<file path="config.mk">
export PLATFORM = sky130hd
export DESIGN_NAME = prog_logic_gate
export DESIGN_NICKNAME = d
export VERILOG_FILES = /design/src/rtl/prog_logic_pkg.sv /design/src/rtl/prog_logic_debounce.sv /design/src/rtl/prog_logic_gate.sv
export SDC_FILE = /design/constraint.sdc
export NUM_CORES = 1
export LEC_CHECK = 0
export CORE_AREA = 2 2 54 56
export DETAILED_ROUTE_END_ITERATION = 7
export DIE_AREA = 0 0 56 58
export GPL_TIMING_DRIVEN = 0
export PLACE_DENSITY = 0.77
export SETUP_SLACK_MARGIN = 0.5
export SYNTH_ARGS = -nofsm -noshare
export SYNTH_HDL_FRONTEND = slang
export SYNTH_HIERARCHICAL = 1
export SYNTH_SLANG_ARGS = --single-unit
export TNS_END_PERCENT = 1
</file>
<file path="constraint.sdc">
create_clock -name clk -period 2.65 [get_ports clk]
set_input_delay 0.53 -clock clk [delete_from_list [all_inputs] [get_ports clk]]
set_output_delay 0.53 -clock clk [all_outputs]
set_load 0.01 [all_outputs]
</file>
<file path="src/rtl/prog_logic_pkg.sv">
// Shared types and helpers for the programmable logic gate family.
package prog_logic_pkg;

  typedef enum logic {
    RUN  = 1'b0,
    LOAD = 1'b1
  } state_t;

  localparam logic [63:0] DEFAULT_TABLE = 64'h28;

  function automatic int tbl_width(input int n);
    return 2 ** n;
  endfunction

endpackage

</file>
<file path="src/rtl/prog_logic_debounce.sv">
// Registered output that follows a lookup value only after it has differed
// from the current output for HOLD_CYCLES consecutive enabled cycles.
module prog_logic_debounce
  import prog_logic_pkg::*;
#(
  parameter int HOLD_CYCLES = 2
) (
  input  logic clk,
  input  logic reset,
  input  logic en,
  input  logic clr,
  input  logic lookup,
  output logic out
);

  localparam int HW = $clog2(HOLD_CYCLES) + 1;

  logic [HW-1:0] hold_cnt;

  // Disabled cycles freeze both the output and the running count.
  always_ff @(posedge clk) begin
    if (reset) begin
      hold_cnt <= '0;
      out      <= 1'b0;
    end else if (clr) begin
      hold_cnt <= '0;
    end else if (en) begin
      if (lookup != out) begin
        if (hold_cnt == HW'(HOLD_CYCLES - 1)) begin
          out      <= lookup;
          hold_cnt <= '0;
        end else begin
          hold_cnt <= hold_cnt + 1'b1;
        end
      end else begin
        hold_cnt <= '0;
      end
    end
  end

endmodule

</file>
<file path="src/rtl/prog_logic_gate.sv">
// Run-time programmable N-input gate with serially loaded truth table and
// debounced output. Define PROG_LOGIC_PARITY_EN for a trailing parity bit.
module prog_logic_gate
  import prog_logic_pkg::*;
#(
  parameter int          N_IN        = 3,
  parameter int          HOLD_CYCLES = 2,
  parameter logic [63:0] RESET_TABLE = DEFAULT_TABLE
) (
  input  logic            clk,
  input  logic            reset,
  input  logic [N_IN-1:0] in,
  input  logic            cfg_start,
  input  logic            cfg_valid,
  input  logic            cfg_bit,
  output logic            cfg_ready,
  output logic            cfg_done,
  output logic            busy,
  output logic            out
`ifdef PROG_LOGIC_PARITY_EN
  ,
  output logic            cfg_err
`endif
);

  localparam int TW = tbl_width(N_IN);
  localparam int CW = $clog2(TW) + 1;
`ifdef PROG_LOGIC_PARITY_EN
  localparam int NBITS = TW + 1;
`else
  localparam int NBITS = TW;
`endif
  localparam logic [TW-1:0] RST_TBL = RESET_TABLE[TW-1:0];

  state_t        state_q, state_d;
  logic [CW-1:0] bit_cnt_q;
  logic [TW-1:0] shadow_q, shadow_nxt, tbl_q;
  logic          accept, last_bit, par_ok, lookup;

  assign accept   = cfg_valid && cfg_ready && !cfg_start;
  assign last_bit = accept && (bit_cnt_q == CW'(NBITS - 1));
  assign lookup   = tbl_q[in];

`ifdef PROG_LOGIC_PARITY_EN
  // Even parity: the trailing bit must cancel the XOR of all table bits.
  assign par_ok = (cfg_bit == ^shadow_q);
`else
  assign par_ok = 1'b1;
`endif

  always_comb begin
    shadow_nxt = shadow_q;
    if (bit_cnt_q < CW'(TW)) shadow_nxt[bit_cnt_q[CW-2:0]] = cfg_bit;
  end

  always_ff @(posedge clk) begin
    if (reset) state_q <= RUN;
    else       state_q <= state_d;
  end

  always_comb begin
    state_d = state_q;
    case (state_q)
      RUN:     if (cfg_start) state_d = LOAD;
      LOAD:    if (last_bit)  state_d = RUN;
      default: state_d = RUN;
    endcase
  end

  always_comb begin
    busy      = (state_q == LOAD);
    cfg_ready = (state_q == LOAD);
  end

  // cfg_start restarts the load from row 0 whether idle or mid-load.
  always_ff @(posedge clk) begin
    if (reset) begin
      bit_cnt_q <= '0;
      shadow_q  <= '0;
      tbl_q     <= RST_TBL;
      cfg_done  <= 1'b0;
`ifdef PROG_LOGIC_PARITY_EN
      cfg_err   <= 1'b0;
`endif
    end else begin
      cfg_done <= 1'b0;
`ifdef PROG_LOGIC_PARITY_EN
      cfg_err  <= 1'b0;
`endif
      if (cfg_start) begin
        bit_cnt_q <= '0;
        shadow_q  <= '0;
      end else if (accept) begin
        shadow_q  <= shadow_nxt;
        bit_cnt_q <= bit_cnt_q + 1'b1;
        if (last_bit) begin
          bit_cnt_q <= '0;
          cfg_done  <= par_ok;
          if (par_ok) tbl_q <= shadow_nxt;
`ifdef PROG_LOGIC_PARITY_EN
          cfg_err   <= !par_ok;
`endif
        end
      end
    end
  end

  prog_logic_debounce #(
    .HOLD_CYCLES(HOLD_CYCLES)
  ) u_debounce (
    .clk   (clk),
    .reset (reset),
    .en    (state_q == RUN),
    .clr   (last_bit),
    .lookup(lookup),
    .out   (out)
  );

endmodule

</file>
==> summary.txt, run 1 <==
Synth
  – Gate Count Post-Synth: 134
  – #FFs+latches synth: 25
  – Net count after synthesis: 143
  – Xor and xnor area share after synthesis: 1.357%
  – Post-Syn Area: 1291 um^2
  – Synthesis warning total: 6
  – Netlist cell types: 36
  – Post-synth EDFFs: 0
  – Post-Synth Simple-Gate Area: 25.87%
  – Seq/Total Area, Yosys: 38.76%
  – Combinational family with the most area after synthesis: simple AND/OR/NAND/NOR gates
  – Synth Area per Inst: 9.636 um^2
  – Async set or reset register ratio after synthesis: 0%
  – Mux contribution to synthesized area: 11.34%
  – Synth Area in Adders: 0.9690%
  – Synth Area in Compound Gates: 16.76%
  – Top FF cell, synth: dfxtp_1

Run status
  – Outcome: complete, no violations

Power
  – Power density over the cells: 432.0 nW/um^2
  – VDD IR max: 0.2573 mV
  – Leakage: 0.4813 nW

Cells and area
  – Filler cells: 239
  – Commonest non-fill, non-tap cell in the layout: dfxtp_1
  – Inserted Diodes: 0
  – Final core occ: 55.26%
  – Post-route cell area: 1471 um^2
  – Final nets: 159
  – Commonest non-fill, non-tap cells in the layout: dfxtp_1, a21oi_1, clkdlybuf4s50_1
  – Fraction of layout cells with a size suffix above 1: 17.45%
  – Area Overhead vs Synth: 13.95%
  – Multi-input logic area: 726.9 um^2
  – Reg area: 500.5 um^2

Floorplanning
  – Rows: 19
  – Die area: 3248 um^2
  – CORE AREA: 2663 um^2
  – Initial core utilization: 48.50%
  – Io pins: 12
  – Die width: 56 um
  – Die Y: 58 um

Worst setup path
  – Critical R2R Launch: bit_cnt_q[1]
  – Critical path class: reg -> out
  – Flop2flop setup slack: 690 ps
  – Crit path capture type: primary output
  – Crit Reg-Reg Endpoint: u_debounce/hold_cnt[1]
  – Worst setup SP type: flop
  – Critical path required time: 2120 ps
  – Reg2reg path depth: 7
  – Critical path peak fanout: 10
  – Arr. time, crit path: 1590 ps

Clock tree
  – Cts hold-fix bufs: 0
  – Clk_lat worst skew: 340 ps
  – Clock buffer depth: 2
  – CTS Root Cell: clkbuf_4
  – Post-CTS sizing: 0
  – Clk slew on worst S/H paths: 150 ps
  – H-Tree Depth: 1
  – TritonCTS buffer count: 3
  – Post-CTS Setup Inserts: 0
  – CTS tree: done
  – Clock sinks: 25

STA
  – Max_slew headroom: 71.37%
  – Post-route clock period utilization: 79.87%
  – Clk_skew: 3.765 ps
  – Final Hold Viols: 0
  – Max frequency: 0.4725 GHz
  – Fin crit period: 2117 ps
  – Worst-margin pin slew: 429.5 ps
  – RSZ-0062 raised after global routing: yes
  – Final setup vio count: 0
  – Pins Over Slew Limit: 0
  – Setup_tns: 0 ps

Detailed routing
  – WL final: 2773 um
  – WL/cell: 15.41 um
  – Antenna-violating nets left: 0
  – DRT iter0 DRCs: 25
  – Via count: 1085
  – First-pass iteration count of the detailed router: 4
  – # DRC: 0
  – Drt via density: 6.028

Placement
  – Post-DP Area: 1440 um^2
  – GPL Wtd Cong: 0.8281
  – Hpwl dp: 2015 um
  – # port buffers: 11

Global routing
  – Vias in the first global route: 1094
  – First-pass GRT wire length: 4802 um
  – Initial antenna violation count: 0
  – Largest net degree at the start of global routing: 16
  – Total GRT Usage: 18.83%
  – Congestion Overflow GR: 0

Worst hold path
  – Hold EP: shadow_q[6]
  – Worst Hold Launch: shadow_q[6]
  – Worst Hold Depth: 2
  – Worst Hold Class: reg -> reg

Flow run
  – Max Cap Violations: 0
==> cell usage after synthesis (2+ instances only) <==
cell type  count  share of area (%)
dfxtp_1       25                 39
a21oi_1       16                6.2
mux2i_1        9                7.0
a211oi_1       7                4.1
o21ai_0        7                2.7
buf_2          6                2.3
nor2_1         6                1.7
clkbuf_1       5                1.5
nand2_1        5                1.5
nand2b_1       5                2.4
or4b_1         5                3.9
and4bb_2       4                3.9
nand4b_1       4                2.7
nor4b_2        3                3.5
a22oi_1        2                1.2
mux4_2         2                3.5
nand3_1        2               0.78
o21ai_1        2               0.78
o31ai_1        2                1.2
==> state kept, by name, indices dropped and copies added (netlist names) <==
name	flops
shadow_q	8
u_debounce/hold_cnt	2
u_debounce/out	1
tbl_q	8
busy	1
cfg_done	1
bit_cnt_q	4
==> where the power goes <==
part	internal [mW]	total, mW	switching, mW
logic	0.0301	0.0587	0.0285
clock network	0.0580	0.191	0.133
registers	0.381	0.386	0.00502
==> critical path: stages (launching register included) <==
cell and delay, ps:
dfxtp_1 560, buf_4 170, clkdlybuf4s50_1 520
==> cell families after synthesis <==
kind of cell    after synthesis
buf+inv                      14
fa+ha+maj                     1
simple gates                 43
mux                          12
flops                        25
xor+xnor                      2
compound gates               37
==> routing by layer <==
metal | up-vias | share of wire, % | global-route usage (%)
met5 | - | 0 | 0
met4 | 0 | 1.7 | 9.184
met3 | 6 | 3.1 | 3.571
met2 | 24 | 49 | 31.76
met1 | 521 | 46 | 23.25
li1 | 534 | - | -
==> through the flow <==
stage          power (mW)  hold WS (ps)  cells  setup WS, ps
2_1_floorplan      0.4244         447.6    134         943.9
3_3_place_gp       0.4500         455.2    176         271.4
3_5_place_dp       0.4518         467.2    176         227.9
4_1_cts            0.6331         487.0    180         548.5
5_1_grt            0.6533         510.7    180         488.4
6_report           0.6357         489.0    180         533.5
==> layout make-up <==
cell class	instances	area share, %
inverters	2	0.5102
clock inverters	1	0.5102
flip-flops and latches	25	34.01
multi-input cells	95	49.40
repair buffers	11	7.483
well taps	31	2.636
plain buffers	12	3.912
clock buffers	3	1.531
==> worst max-delay path by stage <==
stage                       startpoint                endpoint  slack (ps)  cells past startpoint
after floorplan           bit_cnt_q[1]  u_debounce/hold_cnt[0]         940                      7
after global routing              busy               cfg_ready         490                      2
after detailed placement     cfg_start  u_debounce/hold_cnt[1]         230                      7
final                             busy               cfg_ready         530                      2
after global placement       cfg_start          u_debounce/out         270                      7
after CTS                         busy               cfg_ready         550                      2
Note: power is estimated with default switching activity, not from simulation.
==> run 2, diff against run 1 <==
- clock period: 2.65 -> 2.1 ns (I/O delays scaled with it)
==> run 2 against run 1 <==
Effect of this change:
- final area is 8.5% higher
- power is 24% higher
- sequential power is 25% higher
- die area stayed put
- critical endpoint is now u_debounce/hold_cnt[0]
==> summary.txt, run 2 (synthesis gave the netlist of run 1 again) <==
Floorplanning
  – Die area: 3248 um^2 (unchanged)
  – Rows: 19 (unchanged)
  – Io pins: 12 (unchanged)
  – CORE AREA: 2663 um^2 (unchanged)
  – Die Y: 58 um (unchanged)
  – Die width: 56 um (unchanged)
  – Initial core utilization: 48.50% (unchanged)

Global routing
  – Total GRT Usage: 19.72% (was 18.83%)
  – Congestion Overflow GR: 0 (unchanged)
  – First-pass GRT wire length: 5030 um (was 4802 um)
  – Vias in the first global route: 1072 (was 1094)
  – Largest net degree at the start of global routing: 15 (was 16)
  – Initial antenna violation count: 0 (unchanged)

Worst setup path
  – Arr. time, crit path: 1940 ps (was 1590 ps)
  – Critical path class: reg -> reg (was reg -> out)
  – Critical path peak fanout: 8 (was 10)
  – Critical R2R Launch: bit_cnt_q[1] (unchanged)
  – Critical path required time: 2360 ps (was 2120 ps)
  – Crit path capture type: flop (was primary output)
  – Crit path launch: bit_cnt_q[1] (was busy)
  – Worst setup SP type: flop (unchanged)

Cells and area
  – Reg area: 513.0 um^2 (was 500.5 um^2)
  – Largest regs: shadow_q: 8 flops, tbl_q: 8 flops, bit_cnt_q: 4 flops (unchanged)
  – Filler cells: 227 (was 239)
  – Commonest non-fill, non-tap cell in the layout: dfxtp_1 (unchanged)
  – Non-Filler Instances: 188 (was 180)
  – Fraction of layout cells with a size suffix above 1: 28.66% (was 17.45%)
  – Post-route cell area: 1597 um^2 (was 1471 um^2)
  – Area Overhead vs Synth: 23.64% (was 13.95%)
  – Final nets: 167 (was 159)
  – Multi-input logic area: 769.5 um^2 (was 726.9 um^2)
  – Inserted Diodes: 0 (unchanged)
  – Commonest non-fill, non-tap cells in the layout: dfxtp_1, a21oi_1, buf_4 (was dfxtp_1, a21oi_1, clkdlybuf4s50_1)

Detailed routing
  – Highest routed layer: met4 (unchanged)
  – WL final: 3043 um (was 2773 um)
  – Drt via density: 6.037 (was 6.028)
  – First-pass iteration count of the detailed router: 4 (unchanged)
  – WL/cell: 16.19 um (was 15.41 um)
  – Met3 wire len: 114 um (was 85 um)
  – Via count: 1135 (was 1085)
  – Routed met1 length: 1363 um (was 1270 um)
  – DRT iter0 DRCs: 55 (was 25)
  – Routed wl met2: 1518 um (was 1369 um)
  – # DRC: 0 (unchanged)
  – Antenna-violating nets left: 0 (unchanged)

STA
  – Max_slew headroom: 71.70% (was 71.37%)
  – Post-route clock period utilization: 80.00%
  – Min setup slack post-route: 420.0 ps (was 533.5 ps)
  – Final Hold Viols: 0 (unchanged)
  – RSZ-0062 raised after global routing: yes (unchanged)
  – Worst-margin pin slew: 424.6 ps (was 429.5 ps)
  – Final setup vio count: 0 (unchanged)
  – Pins Over Slew Limit: 0 (unchanged)
  – Fin crit period: 1680 ps
  – Max frequency: 0.5952 GHz
  – Clk_skew: 7.951 ps (was 3.765 ps)

Clock tree
  – Clk_lat worst skew: 320 ps (was 340 ps)
  – CTS tree: done (unchanged)
  – H-Tree Depth: 1 (unchanged)
  – Cts hold-fix bufs: 0 (unchanged)
  – CTS Root Cell: clkbuf_4 (unchanged)
  – TritonCTS buffer count: 3 (unchanged)
  – Clk slew on worst S/H paths: 150 ps (about the same)
  – Clock sinks: 25 (unchanged)
  – Clock buffer depth: 2 (unchanged)

Run status
  – Outcome: complete, no violations (unchanged)

Flow run
  – Max Cap Violations: 0 (unchanged)

Power
  – Leakage: 0.5811 nW (was 0.4813 nW)
  – Power density over the cells: 492.7 nW/um^2 (was 432.0 nW/um^2)
  – Final total power: 0.7867 mW (was 0.6357 mW)
  – VDD IR max: 0.2622 mV (was 0.2573 mV)

Placement
  – DP Worst Slack: -139.4 ps (was 227.9 ps)
  – Placed Cells: 176 (unchanged)
  – Post-DP Area: 1441 um^2 (was 1440 um^2)
  – # port buffers: 11 (unchanged)
  – Hpwl dp: 2044 um (was 2015 um)
  – GPL Wtd Cong: 0.8062 (was 0.8281)

Worst hold path
  – Worst Hold Class: reg -> reg (unchanged)
  – Worst Hold Launch: shadow_q[6] (unchanged)
-- run 2: layout make-up --
cell class | count | share of cell area (%)
inverter | 2 | 0.9404
timing repair buffer | 19 | 10.74
clock inverter | 1 | 0.3135
tap | 31 | 2.429
multi-input combinational | 95 | 48.20
clock buffer | 3 | 1.411
buffer | 12 | 3.840
sequential | 25 | 32.13
-- run 2: worst paths after layout --
path | endpoint | slack [ps] | cells after the start
hold reg to reg | shadow_q[6] | 490 | 2
setup reg to reg | u_debounce/hold_cnt[0] | 420 | 7
hold / removal | shadow_q[6] | 490 | 2
setup / recovery | u_debounce/hold_cnt[0] | 420 | 7
-- run 2: what timing repair did --
item / in CTS / in global routing
resized for setup: 11 / 16
pin swaps: 0 / 3
buffers inserted: 3 / 5
gates cloned: 0 / 0
setup endpoints to repair: 14 / 15
-- run 2: critical path, stage by stage, from the launching register on --
cell and delay, ps:
dfxtp_4 380, ha_4 160, nor2b_4 110, buf_4 160
nand2_4 100, inv_8 50, or4b_1 510, o21ai_1 140
-- run 2: metal layers --
layer,up-vias,GRT usage (%)
met3,6,2.232
met1,548,24.79
met4,0,8.503
met2,31,34.45
met5,-,0
li1,550,-
-- run 2: metrics by stage --
| step | setup TNS [ps] | utilization [%] | hold slack, ps |
|---|---|---|---|
| after detailed placement | -276.6 | 54.14 | 468.1 |
| final | 0 | 59.96 | 487.1 |
| after CTS | 0 | 56.72 | 487.4 |
| after global placement | -210.3 | 54.14 | 454.7 |
| after global routing | 0 | 59.96 | 520.1 |
| after floorplan | 0 | - | 447.6 |
-- run 2: report_power, final --
part | switching (mW) | total, mW | leakage (nW) | internal (mW)
logic | 0.0412 | 0.0811 | 0.359 | 0.0399
clock network | 0.152 | 0.223 | 0.0177 | 0.0714
registers | 0.00469 | 0.482 | 0.205 | 0.478
